File: config.mk
export PLATFORM = sky130hd
export DESIGN_NAME = mem_arbiter
export DESIGN_NICKNAME = d
export VERILOG_FILES = /design/src/rtl/mem_arbiter.sv
export SDC_FILE = /design/constraint.sdc
export NUM_CORES = 1
export LEC_CHECK = 0
export ABC_AREA = 1
export BUFFER_PORTS_ARGS = -buffer_cell sky130_fd_sc_hd__buf_2
export CAP_MARGIN = 20
export CORE_AREA = 2 2 105 107
export DETAILED_ROUTE_END_ITERATION = 10
export DIE_AREA = 0 0 107 109
export GPL_TIMING_DRIVEN = 1
export PLACE_DENSITY = 0.67
export RECOVER_POWER = 25
export SKIP_CTS_REPAIR_TIMING = 1
export SYNTH_ARGS = -nofsm -noshare
export SYNTH_HDL_FRONTEND = slang
export SYNTH_SLANG_ARGS = --single-unit
File: constraint.sdc
create_clock -name clk -period 1.6 [get_ports clk]
set_input_delay 0.16 -clock clk [delete_from_list [all_inputs] [get_ports clk]]
set_output_delay 0.16 -clock clk [all_outputs]
set_load 0.02 [all_outputs]
File: src/rtl/mem_arbiter.sv
// Two-port (fetch/data) arbiter in front of a single-port memory, one transaction in flight.
// Define MEM_ARB_FIXED_PRIO_EN to give the data port fixed priority instead of round-robin.
module mem_arbiter #(
    parameter int unsigned MEMORY_SIZE = 1024
) (
    input  logic        clk,
    input  logic        rst_n,
    input  logic        if_req,
    input  logic [31:0] if_addr,
    output logic        if_gnt,
    output logic        if_rvalid,
    input  logic        if_rready,
    output logic [31:0] if_rdata,
    output logic        if_rerr,
    input  logic        d_req,
    input  logic        d_we,
    input  logic [31:0] d_addr,
    input  logic [31:0] d_wdata,
    output logic        d_gnt,
    output logic        d_rvalid,
    input  logic        d_rready,
    output logic [31:0] d_rdata,
    output logic        d_rerr,
    output logic        mem_write,
    output logic [31:0] mem_addr,
    output logic [31:0] mem_data_in,
    input  logic [31:0] mem_data_out
);

    typedef enum logic {IDLE, RESP} state_t;

    state_t      state;
    state_t      state_next;
    logic        owner_d;
    logic [31:0] rdata_q;
    logic        rerr_q;
    logic [31:0] sel_addr;
    logic        in_range;
    logic        any_gnt;
    logic        owner_ready;

`ifdef MEM_ARB_FIXED_PRIO_EN
    always_comb begin
        if_gnt = 1'b0;
        d_gnt  = 1'b0;
        if (state == IDLE) begin
            d_gnt  = d_req;
            if_gnt = if_req & ~d_req;
        end
    end
`else
    // ptr_d = 1 means the data port wins the next simultaneous request
    logic ptr_d;

    always_ff @(posedge clk) begin
        if (!rst_n) begin
            ptr_d <= 1'b1;
        end else if (if_gnt || d_gnt) begin
            ptr_d <= ~d_gnt;
        end
    end

    always_comb begin
        if_gnt = 1'b0;
        d_gnt  = 1'b0;
        if (state == IDLE) begin
            if (d_req && (!if_req || ptr_d)) begin
                d_gnt = 1'b1;
            end else if (if_req) begin
                if_gnt = 1'b1;
            end
        end
    end
`endif

    assign any_gnt     = if_gnt | d_gnt;
    assign sel_addr    = d_gnt ? d_addr : if_addr;
    assign in_range    = (sel_addr < MEMORY_SIZE);
    assign mem_write   = d_gnt & d_we & in_range;
    assign mem_addr    = any_gnt ? sel_addr : 32'd0;
    assign mem_data_in = any_gnt ? d_wdata : 32'd0;
    assign owner_ready = owner_d ? d_rready : if_rready;

    always_ff @(posedge clk) begin
        if (!rst_n) begin
            state <= IDLE;
        end else begin
            state <= state_next;
        end
    end

    always_comb begin
        state_next = state;
        case (state)
            IDLE: if (any_gnt) state_next = RESP;
            RESP: if (owner_ready) state_next = IDLE;
            default: state_next = IDLE;
        endcase
    end

    // Stores and out-of-range accesses return zero data
    always_ff @(posedge clk) begin
        if (!rst_n) begin
            rdata_q <= 32'd0;
            rerr_q  <= 1'b0;
            owner_d <= 1'b0;
        end else if (state == IDLE && any_gnt) begin
            rdata_q <= ((d_gnt && d_we) || !in_range) ? 32'd0 : mem_data_out;
            rerr_q  <= ~in_range;
            owner_d <= d_gnt;
        end
    end

    assign if_rvalid = (state == RESP) & ~owner_d;
    assign d_rvalid  = (state == RESP) & owner_d;
    assign if_rdata  = if_rvalid ? rdata_q : 32'd0;
    assign d_rdata   = d_rvalid ? rdata_q : 32'd0;
    assign if_rerr   = if_rvalid & rerr_q;
    assign d_rerr    = d_rvalid & rerr_q;

endmodule

==> reports/qor.yml <==
sta:
  fin_crit_ns: 2.03
  skew_ns: 0.00780
  setup_viol: 118
  tightestPinTransition_ns: 0.478
  rsz0062_at_grt: "true"
  setup_ws_ns: -0.435
  slew_headroom: 0.679
  setup_tns_ns: -31.18
  max_freq_mhz: 492
  finalHoldViolCount: 0
  slew_viol_final: 0
  finalCritPeriodShare: 1.27
yosys:
  synth_top_family_by_area: "simple AND/OR/NAND/NOR gates"
  synth-simple-area-share: 0.445
  synth_area_um2: 3050
  synth-edff-count: 0
  synthMuxAreaShare: 0
  synth_xor_area_frac: 0
  synth_area_per_cell_um2: 5.25
  synth-seq-cells: 36
  synthAdderAreaFrac: 0
  synth_warnings: 0
  syn-num-nets: 715
  ys.flop_type: "dfxtp_1"
  ys_seq_area_frac: 0.237
  async_flop_share: 0
  synth_cell_types: 22
  synth-compound-area-share: 0.104
  synthCells: 580
job:
  maxCapViolations: 0
clock_network:
  cts_tree: "yes"
  path_clk_slew_ns: 0.07
  worstSkewPairLatency_ns: 0.29
  cts_buffers: 5
  cts-root-buf: "clkbuf_8"
  cts_max_level: 2
  cts_sinks: 36
  cts.path.max_buffers: 2
cells_and_area:
  finalNetCount: 1027
  area_growth_pct: 114
  drive_above_1_share: 0.513
  fillers: 940
routing:
  vias: 4800
  antenna_left: 0
  dr.pass1.iters: 5
  drt_wl_total_um: 14400
  drtIter0Drc: 237
  wl_per_cell_um: 13.9
  post_drt_via_cell_ratio: 4.64
  drc_errors: 0
floorplan:
  die_area_um2: 11700
  fp.dieW_um: 107
  fp-row-count: 38
  die_h_um: 109
  core_area_um2: 10600
  start_util: 0.287
  pin_count: 270
grt:
  met3_usage: 0.0377
  grt_pass1_wl_um: 18200
  track_usage: 0.193
  grt_pass1_vias: 3839
  gr-usage-met2: 0.353
  antenna_found_initial: 1
  gr-total-overflow: 0
  busiest_layer: "met2"
  grt_max_degree: 39
  met1_usage: 0.229
placed_design:
  gp_congestion: 0.862
  hpwl_um: 9810
  io_buffers: 269
worst_setup_path:
  path_class: "flop to output pin"
  arrival_ns: 1.87
  worstPathMaxFanout: 7
  worst_ep_required_time_ns: 1.44
  start_kind: "flop"
  crit_path_end_kind: "output pin"
status:
  status: "finished, violations left"
  violations: "negative setup slack"
power_and_ir_drop:
  leakage_nw: 3.36
  ir_drop_uv: 489
  finalPower_w: 0.00396
  p_per_area_nw_per_um2: 607
min_path:
  hp-class: "primary input to flop"
-- metal layers --
layer  wire [µm]  vias to the layer above
met5           0                        -
met4         377                        0
met3        1060                       33
met2        7460                      226
met1        5500                     2152
li1            -                     2389
-- path summary, 6_finish.rpt --
path                                 start          to  slack (ns)  cells past startpoint
worst max register to register       ptr_d  rdata_q[1]       -0.32                     14
worst max-delay path                 ptr_d   mem_write       -0.43                     13
worst min-delay path             if_rready       state        0.22                      4
worst min register to register  rdata_q[8]  rdata_q[8]        0.47                      2
-- power by group --
| group | switching (W) | leakage (nW) | internal (W) | total (W) |
|---|---|---|---|---|
| combinational | 0.00118 | 3.01 | 0.00107 | 0.00225 |
| sequential | 0.00000734 | 0.291 | 0.000906 | 0.000914 |
| clock | 0.000335 | 0.0552 | 0.000463 | 0.000798 |
-- sequential cells by signal, summed over array words and instances, names as in the netlist --
register,count
ptr_d,1
rerr_q,1
state,1
owner_d,1
rdata_q,32
-- final cells by class --
cell class              instances  area (µm²)  share of cell area
diodes                          2        5.00            0.000768
clock buffers                   6        72.6              0.0111
clock inverters                 2        35.0             0.00537
inverters                     123         479              0.0735
multi-input cells             381        2280               0.350
flip-flops and latches         36         723               0.111
well taps                     140         175              0.0269
repair buffers                343        2730               0.418
repair inverters                2        22.5             0.00345
-- cells by family (layout without fill, tap and decap cells) --
logic type	after synthesis	in the layout
compound gates	62	62
simple gates	318	319
buf+inv	164	476
other cells	0	2
flops	36	36
-- layout by cell type, fill, tap and decap left out, types with 4 or more instances in the layout --
cell type	instances
buf_2	164
nor2_1	66
nand2_2	16
buf_12	16
nand2_1	121
clkbuf_2	6
nand4_1	52
buf_4	85
a21oi_2	13
a21oi_1	37
clkbuf_16	6
clkbuf_8	5
nor2_4	52
buf_8	4
dfxtp_1	34
buf_6	60
a21oi_4	6
nor2_2	5
inv_1	117
-- cells in the mapped netlist (3+ instances only) --
cell	n	area, µm²
inv_1	119	447
buf_2	8	40.0
nand4_1	52	325
buf_4	3	22.5
a21oi_1	56	280
dfxtp_1	36	721
nand2_1	140	526
nor2_1	121	454
buf_1	4	15.0
clkbuf_1	24	90.1
-- worst max-delay path: stages (launching register included) --
cell,delay [ns]
dfxtp_2,0.32
inv_2,0.07
nand2_4,0.07
nand3_4,0.13
buf_6,0.15
nand2_2,0.06
nand2_2,0.07
nand2_2,0.06
nor2_2,0.12
nand2_2,0.07
nor2_4,0.17
nand2_4,0.08
nor2_4,0.10
buf_6,0.12
-- metrics by stage --
step                cells   util  setup slack, ns  hold WS (ns)  cell area, µm²
finish               1035  0.615           -0.435         0.216            6520
global route         1034  0.615           -0.561         0.237            6520
CTS                  1006  0.479           -0.555         0.205            5070
detailed placement    998  0.468           -0.267         0.458            4970
global placement      998  0.468           -0.218         0.454            4970
floorplan             580      -          -0.0716         0.336            3170
Note: power is estimated with default switching activity, not from simulation.
